==> src/rtl/audio_interp_dither.sv <==
// ----------------------------------------------------------------------------
// audio_interp_dither
//
// Audio conditioning stage that sits between the I2S clock-domain crossing
// and fm_modulator, running entirely in the clk domain. Each new sample is
// linearly interpolated over 2^R clk cycles, so that the FM deviation does not
// see staircase steps. Optional LFSR dither, scaled by dith_fact, is then
// added before the value is rounded half-up and saturated back to A bits.
//
// Parameters
//   A     audio width (two's complement, input and output)
//   R     log2 of the ramp length in clk cycles
//   SEED  LFSR reset value, must be non-zero
//
// Ports
//   clk         system clock
//   rst         synchronous reset, active-high, overrides every other input
//   audio_in    new signed sample, valid while audio_stb is high
//   audio_stb   one-cycle strobe marking a new sample on audio_in
//   interp_ena  1: ramp between samples, 0: step to each sample immediately
//   dith_fact   dither amplitude, 0 = off, 7 = +/-1 output LSB
//   audio_out   registered, conditioned signed audio for fm_modulator
//   clip        one-cycle pulse when saturation limited audio_out
// ----------------------------------------------------------------------------
module audio_interp_dither #(
    parameter int          A    = 8,
    parameter int          R    = 10,
    parameter logic [15:0] SEED = 16'hACE1
) (
    input  logic         clk,
    input  logic         rst,
    input  logic [A-1:0] audio_in,
    input  logic         audio_stb,
    input  logic         interp_ena,
    input  logic [2:0]   dith_fact,
    output logic [A-1:0] audio_out,
    output logic         clip
);

    localparam int AW = A + R;
    localparam int SW = A + R + 2;

    localparam logic [R-1:0]           CNT_ONE  = R'(1);
    localparam logic [R-1:0]           CNT_LAST = '1;
    localparam logic [15:0]            TAPS     = 16'hB400;
    localparam logic signed [SW-1:0]   HALF     = SW'(2 ** (R - 1));
    localparam logic signed [SW-1:0]   OUT_MAX  = SW'((2 ** (A - 1)) - 1);
    localparam logic signed [SW-1:0]   OUT_MIN  = SW'(-(2 ** (A - 1)));

    typedef enum logic {
        IDLE = 1'b0,
        RAMP = 1'b1
    } state_t;

    state_t                state, state_nxt;
    logic signed [A-1:0]   cur, cur_nxt;
    logic signed [A:0]     delta, delta_nxt;
    logic signed [AW-1:0]  acc, acc_nxt;
    logic [R-1:0]          cnt, cnt_nxt;
    logic [15:0]           lfsr, lfsr_nxt;
    logic [A-1:0]          out_nxt;
    logic                  clip_nxt;

    logic signed [AW-1:0]  cur_fix;
    logic signed [AW-1:0]  in_fix;
    logic signed [A:0]     step_diff;
    logic signed [AW-1:0]  delta_ext;
    logic signed [R:0]     dith_raw;
    logic signed [R:0]     dith;
    logic [2:0]            dith_shift;
    logic signed [SW-1:0]  sum;
    logic signed [SW-1:0]  q_full;

    // Fixed-point views of the old target and the new sample, plus the
    // per-cycle ramp increment. The difference is formed one bit wider than
    // the audio so that a full-scale swing cannot wrap.
    always_comb begin
        cur_fix   = {cur, {R{1'b0}}};
        in_fix    = {audio_in, {R{1'b0}}};
        step_diff = {audio_in[A-1], audio_in} - {cur[A-1], cur};
        delta_ext = {{(R - 1){delta[A]}}, delta};
    end

    // Interpolator next-state logic. A strobe always wins over an ongoing
    // ramp; with interpolation enabled the accumulator restarts from the old
    // target so the ramp covers exactly old -> new. Dropping interp_ena while
    // ramping snaps straight to the target.
    always_comb begin
        state_nxt = state;
        cur_nxt   = cur;
        delta_nxt = delta;
        acc_nxt   = acc;
        cnt_nxt   = cnt;
        if (audio_stb && interp_ena) begin
            acc_nxt   = cur_fix;
            delta_nxt = step_diff;
            cur_nxt   = audio_in;
            cnt_nxt   = '0;
            state_nxt = RAMP;
        end else if (audio_stb) begin
            acc_nxt   = in_fix;
            cur_nxt   = audio_in;
            state_nxt = IDLE;
        end else if (state == RAMP) begin
            if (!interp_ena) begin
                acc_nxt   = cur_fix;
                state_nxt = IDLE;
            end else begin
                acc_nxt = acc + delta_ext;
                cnt_nxt = cnt + CNT_ONE;
                if (cnt == CNT_LAST) begin
                    state_nxt = IDLE;
                end
            end
        end
    end

    // Right-shifting Galois LFSR; it free-runs so the dither sequence does not
    // depend on audio activity.
    always_comb begin
        lfsr_nxt = lfsr >> 1;
        if (lfsr[0]) begin
            lfsr_nxt = (lfsr >> 1) ^ TAPS;
        end
    end

    // Dither is the low R+1 LFSR bits read as a signed value (+/-1 output LSB
    // at full scale), attenuated by an arithmetic shift. Adding half an LSB
    // before the floor shift gives round half-up; the two extra sum bits keep
    // the worst case (full-scale acc plus full dither) from wrapping.
    always_comb begin
        dith_raw   = lfsr[R:0];
        dith_shift = 3'd7 - dith_fact;
        dith       = '0;
        if (dith_fact != 3'd0) begin
            dith = dith_raw >>> dith_shift;
        end
        sum    = {{2{acc[AW-1]}}, acc} + {{(SW - R - 1){dith[R]}}, dith} + HALF;
        q_full = sum >>> R;
        out_nxt  = q_full[A-1:0];
        clip_nxt = 1'b0;
        if (q_full > OUT_MAX) begin
            out_nxt  = OUT_MAX[A-1:0];
            clip_nxt = 1'b1;
        end else if (q_full < OUT_MIN) begin
            out_nxt  = OUT_MIN[A-1:0];
            clip_nxt = 1'b1;
        end
    end

    // State, datapath and output registers.
    always_ff @(posedge clk) begin
        if (rst) begin
            state     <= IDLE;
            cur       <= '0;
            delta     <= '0;
            acc       <= '0;
            cnt       <= '0;
            lfsr      <= SEED;
            audio_out <= '0;
            clip      <= 1'b0;
        end else begin
            state     <= state_nxt;
            cur       <= cur_nxt;
            delta     <= delta_nxt;
            acc       <= acc_nxt;
            cnt       <= cnt_nxt;
            lfsr      <= lfsr_nxt;
            audio_out <= out_nxt;
            clip      <= clip_nxt;
        end
    end

endmodule

==> config.mk <==
export PLATFORM = sky130hd
export DESIGN_NAME = audio_interp_dither
export DESIGN_NICKNAME = d
export VERILOG_FILES = /design/src/rtl/audio_interp_dither.sv
export SDC_FILE = /design/constraint.sdc
export NUM_CORES = 1
export LEC_CHECK = 0
export ABC_AREA = 1
export CORE_UTILIZATION = 30
export DETAILED_ROUTE_END_ITERATION = 8
export DONT_BUFFER_PORTS = 1
export MAX_ROUTING_LAYER = met4
export SKIP_CTS_REPAIR_TIMING = 1
export SLEW_MARGIN = 20
export SYNTH_ARGS = -nofsm -noshare
export SYNTH_HDL_FRONTEND = slang
export SYNTH_SLANG_ARGS = --single-unit
export TNS_END_PERCENT = 5
==> constraint.sdc <==
create_clock -name clk -period 3.3 [get_ports clk]
set_input_delay 0.165 -clock clk [delete_from_list [all_inputs] [get_ports clk]]
set_output_delay 0.165 -clock clk [all_outputs]
set_load 0.05 [all_outputs]
==> results.toml, run 1 <==
[worst_setup_path]
critPathSlowestCell = "ha_1"
critical_path_class = "flip-flop to flip-flop"
worst_path_largest_cell_delay_ns = 0.36
r2r_start = "lfsr[10]"
rr_endpoint = "audio_out[3]"
crit_fanout = 8
crit_required_ns = 3.56
cp_common_cell = "a21oi_1"
critPathArrivalTime_ns = 3.26
endpoint_kind = "flip-flop"
worstRegToRegCells = 19
start_kind = "flip-flop"
crit_chain = "inv_1, nor2_1, inv_1, o21ai_1, o21ai_0, a21oi_1, ha_1, ha_1, a21oi_2, o21ai_0, a21oi_1, nor2_1, nor3_2, nand3_1, nand2_1, nand3_1, nand2_4, nand2_1, a21oi_1"
ff2ff_setup_slack_ns = 0.30

[route]
ant_nets = 0
routed_via_density = 4.96
drt-total-wl_um = 13100
drt_iter0_markers = 357
drc = 0
dr.pass1.iters = 5
num_vias = 4907
wl_per_cell_um = 13.2

[synthesis]
synth-main-ff-cell = "dfxtp_1"
syn_nets = 838
synth_enable_flop_cells = 0
ys_ff_latch = 71
synth_warnings = 0
ys_seq_area_share_pct = 27.6
synthArstFlopShare_pct = 0
synthDistinctLibCells = 47
avgSynthCellArea_um2 = 6.77
synth_area_mm2 = 0.00515
postSynthCellCount = 761

[power]
switchingPower_mw = 0.914
p_leak_nw = 2.63
power_frac_seq_pct = 39.0
p_sw_share_pct = 33.5
peakVddDrop_mv = 0.265
p_clk_share_pct = 38.3
power.density_mw_per_mm2 = 470
power_frac_comb_pct = 22.7
p_int_mw = 1.82

[place]
place.gp.congestion = 0.893
place_hpwl_um = 9770
io_buffers = 0
dpl-instance-area_mm2 = 0.00535
placed_cells = 965

[timing]
skew_ns = 0.00751
drv_slew = 0
hold_ws_ns = -0.00267
period_share_pct = 90.8
max-slew-margin-rel_pct = 54.5
period_needed_ns = 3.00
fmax_mhz = 334
setup_viol = 0
hold_viol_final = 1
tightest_slew_ns = 0.681

[hold_path]
hold_path_end = "cur[2]"
hp-class = "input pin to flip-flop"
hold_path.startpoint = "audio_in[2]"
holdPathStages = 2

[global_routing]
antenna_found_initial = 0
gr-total-overflow = 0
grt_pass1_vias = 4495
grt_pass1_wl_um = 21700
grt_usage_pct = 15.7
grt_max_degree = 41

[floorplan]
initial_core_util_pct = 30.9
die-area_mm2 = 0.0177
fp-row-count = 47
core_mm2 = 0.0167
pin_count = 24
die_h_um = 133
die_w_um = 133

[finish]
drive_above_1_share_pct = 6.11
final_cell_mix = "nand2_1, a21oi_1, inv_1"
area_growth_pct = 12.9
final_area_mm2 = 0.00582
instances_no_fill = 989
nNetsFinal = 841
diodes = 0
final_common_cell = "nand2_1"

[cts]
cts_root_buffer = "clkbuf_16"
clock_sinks = 71
path_clk_slew_ns = 0.06
cts_buffer_depth = 2
cts_tree = "done"
numCtsBuffers = 9
h-tree-depth = 3
clock_latency_ns = 0.34

[run]
drv_cap = 0

[run_status]
violations = "hold timing"
outcome = "complete, but fails checks"
## synthesized netlist by cell type, drive strengths merged, types with 3 or more instances
master | instances | area (um^2)
buf | 5 | 42.5
nand3 | 44 | 225
nor3 | 13 | 81.3
nand2 | 197 | 752
xor2 | 6 | 52.6
a21o | 5 | 37.5
nand4 | 9 | 56.3
o211ai | 3 | 22.5
or2 | 6 | 37.5
nand3b | 3 | 22.5
a21oi | 105 | 526
nor2 | 50 | 198
and2 | 3 | 18.8
o21ai | 55 | 275
dfxtp | 71 | 1420
ha | 60 | 751
o21bai | 4 | 30.0
clkbuf | 13 | 48.8
o31ai | 3 | 22.5
inv | 79 | 297
xnor2 | 5 | 43.8
a21boi | 3 | 22.5
## critical path, delay by kind of cell (launching register included)
family / cells / cell delay, ns
adder cells (fa/ha/maj): 2 / 0.62
flip-flops: 1 / 0.35
AND/OR/NAND/NOR: 8 / 0.82
AO/OA/AOI/OAI: 7 / 0.97
buffers and inverters: 2 / 0.15
## worst max-delay path by stage
| stage | from | endpoint | slack [ns] | cells after the start |
|---|---|---|---|---|
| finish | lfsr[10] | audio_out[3] | 0.30 | 19 |
| CTS | lfsr[10] | audio_out[3] | 0.03 | 16 |
| detailed placement | lfsr[10] | audio_out[3] | 0.07 | 14 |
| global placement | lfsr[10] | audio_out[6] | 0.12 | 14 |
| global route | lfsr[8] | audio_out[3] | -0.05 | 23 |
| floorplan | dith_fact[0] | audio_out[3] | 0.49 | 19 |
## state kept, by name, indices dropped and copies added (netlist names)
name,flops
acc,18
audio_out,8
clip,1
cnt,10
cur,8
delta,9
lfsr,16
state,1
## power groups by stage
stage	Sequential, mW	Clock (mW)	Combinational, mW
after floorplan	1.07	0	0.472
after global placement	1.08	0	0.579
after detailed placement	1.09	0	0.579
after CTS	1.07	1.07	0.585
after global routing	1.07	1.11	0.708
final	1.07	1.05	0.619
## layer usage
layer	part of all wire, %	vias up	track usage, %
li1	-	2576	-
met3	5.5	12	4.06
met1	51	2200	21.4
met2	42	119	22.8
met4	1.1	0	3.90
met5	0	-	-
## metrics by stage
| stage | TNS [ns] | utilization (%) | hold slack [ns] | total power [mW] | setup slack [ns] |
|---|---|---|---|---|---|
| floorplan | 0 | - | 0.305 | 1.55 | 0.489 |
| global placement | 0 | 32.0 | 0.237 | 1.66 | 0.116 |
| detailed placement | 0 | 32.0 | 0.240 | 1.66 | 0.0707 |
| CTS | 0 | 33.9 | -0.128 | 2.72 | 0.0283 |
| global route | -0.0794 | 34.8 | 0.00314 | 2.89 | -0.0458 |
| finish | 0 | 34.8 | -0.00267 | 2.73 | 0.304 |
## cell families (layout without fill, tap and decap cells)
logic type | Yosys count | after routing | share of synthesized area [%]
adder cells (fa/ha/maj) | 62 | 62 | 15.3
buffers and inverters | 98 | 106 | 7.60
XOR/XNOR | 11 | 11 | 1.87
flip-flops | 71 | 71 | 27.6
AND/OR/NAND/NOR | 329 | 329 | 27.5
AO/OA/AOI/OAI | 189 | 189 | 19.9
multiplexers | 1 | 1 | 0.194
## area by class of cell
class / count / area, um^2
fillers: 1796 / 10900
multi-input cells: 592 / 3400
flip-flops and latches: 71 / 1420
inverters: 80 / 300
well taps: 220 / 275
clock buffers: 11 / 233
repair buffers: 10 / 105
clock inverters: 5 / 82.6
No activity file was read; power rests on OpenSTA's default activity.
==> run 2: changes to the inputs <==
CORE_MARGIN = 3   (was not set)
==> results.toml, run 2 (synthesized netlist as in run 1, its figures left out) <==
[run_status]
outcome = "complete, but fails checks"
violations = "hold timing"

[finish]
nNetsFinal = 841
final_cell_mix = "nand2_1, a21oi_1, inv_1"
multi_input_area_mm2 = 0.00339
fillers = 1861
register_area_mm2 = 0.00142
reg.largest.list = "acc x18, lfsr x16, cnt x10"
final_common_cell = "nand2_1"
regMostFlops = "acc"
diodes = 0
area_growth_pct = 13.0
final_util_pct = 34.9
drive_above_1_share_pct = 6.50
largest_register_ffs = 18

[worst_setup_path]
critical_path_class = "flip-flop to flip-flop"
start_kind = "flip-flop"
rr_endpoint = "audio_out[1]"
endpoint_kind = "flip-flop"
crit_required_ns = 3.57
critPathArrivalTime_ns = 3.24
r2r_start = "lfsr[9]"
worstRegToRegCells = 19
ff2ff_setup_slack_ns = 0.33
crit_fanout = 8

[cts]
cts_tree = "done"
cts_buffer_depth = 2
clock_sinks = 71
h-tree-depth = 3
path_clk_slew_ns = 0.06
numCtsBuffers = 9
cts_root_buffer = "clkbuf_16"
clock_latency_ns = 0.34

[power]
switchingPower_mw = 0.930
p_leak_nw = 2.63
power_mw = 2.77
power.density_mw_per_mm2 = 475
power_frac_seq_pct = 38.5
p_clk_share_pct = 39.1
p_sw_share_pct = 33.6
p_int_mw = 1.84
peakVddDrop_mv = 0.319
power_frac_comb_pct = 22.4

[floorplan]
pin_count = 24
core_mm2 = 0.0167
die_h_um = 137
fp-row-count = 47
die-area_mm2 = 0.0188
initial_core_util_pct = 30.9
die_w_um = 137

[timing]
hold_viol_final = 1
worst_slack_ns = 0.331
tightest_slew_ns = 0.665
period_share_pct = 90.0
period_needed_ns = 2.97
hold_ws_ns = -0.00120
drv_slew = 0
fmax_mhz = 337
skew_ns = 0.00563
max-slew-margin-rel_pct = 55.6
setup_viol = 0
setup_tns_ns = 0

[route]
num_vias = 4840
drt_iter0_markers = 250
dr.pass1.iters = 5
routed_via_density = 4.89
drt-total-wl_um = 13200
drc = 0
wl_per_cell_um = 13.3
ant_nets = 0

[global_routing]
grt_pass1_vias = 4586
grt_pass1_wl_um = 22000
antenna_found_initial = 0
gr-total-overflow = 0
grt_max_degree = 41
grt_usage_pct = 14.9

[place]
place.gp.congestion = 0.854
dp_slack_ns = 0.138
place_hpwl_um = 9980
io_buffers = 0

[hold_path]
holdPathStages = 2
hold_path_end = "state"
hp-class = "input pin to flip-flop"
hold_path.startpoint = "interp_ena"

[run]
drv_cap = 0
[run 2: critical path: stages, from the launching register on]
cell and delay (ns):
dfxtp_1 0.33, inv_1 0.05, nand2_1 0.04, o21ai_0 0.10, o21ai_1 0.19, o21ai_0 0.09, a21oi_1 0.18, ha_1 0.27
ha_1 0.35, a21oi_2 0.17, o21ai_0 0.11, a21oi_1 0.17, nor2_1 0.07, nor3_2 0.14, nand3_1 0.09, nand2_1 0.09
nand3_1 0.09, nand2_2 0.14, nand2_1 0.07, a21oi_1 0.13
[run 2: layout make-up]
| cell class | count | share of cell area (%) |
|---|---|---|
| inverters | 80 | 5.16 |
| flip-flops and latches | 71 | 24.4 |
| repair buffers | 10 | 1.76 |
| clock inverters | 6 | 1.59 |
| clock buffers | 10 | 4.10 |
| multi-input cells | 592 | 58.3 |
| well taps | 220 | 4.73 |
[run 2: worst max path at each step]
| stage | slack, ns | endpoint | startpoint | cells after the start |
|---|---|---|---|---|
| 4_1_cts | 0.10 | audio_out[6] | lfsr[10] | 14 |
| 3_5_place_dp | 0.14 | audio_out[6] | lfsr[10] | 14 |
| 5_1_grt | -0.02 | audio_out[5] | lfsr[8] | 23 |
| 3_3_place_gp | 0.15 | audio_out[6] | lfsr[9] | 19 |
| 6_report | 0.33 | audio_out[1] | lfsr[9] | 19 |
| 2_1_floorplan | 0.49 | audio_out[3] | dith_fact[0] | 19 |
[run 2: power by group through the flow]
stage / clock network (mW) / registers, mW / logic (mW)
2_1_floorplan: 0 / 1.07 / 0.472
3_5_place_dp: 0 / 1.09 / 0.585
3_3_place_gp: 0 / 1.09 / 0.587
6_report: 1.08 / 1.07 / 0.619
4_1_cts: 1.11 / 1.07 / 0.590
5_1_grt: 1.15 / 1.08 / 0.716
[run 2: through the flow]
stage,cell area (um^2),std cells
after floorplan,5150,761
after global placement,5360,966
after detailed placement,5360,966
after CTS,5690,982
after global routing,5820,989
final,5820,989
[run 2: layer usage]
| metal | share of wire (%) | track usage (%) | vias to the layer above |
|---|---|---|---|
| met5 | 0 | - | - |
| met4 | 1.4 | 3.99 | 0 |
| met3 | 5.3 | 4.15 | 17 |
| met2 | 43 | 22.3 | 76 |
| met1 | 51 | 19.9 | 2178 |
| li1 | - | - | 2569 |
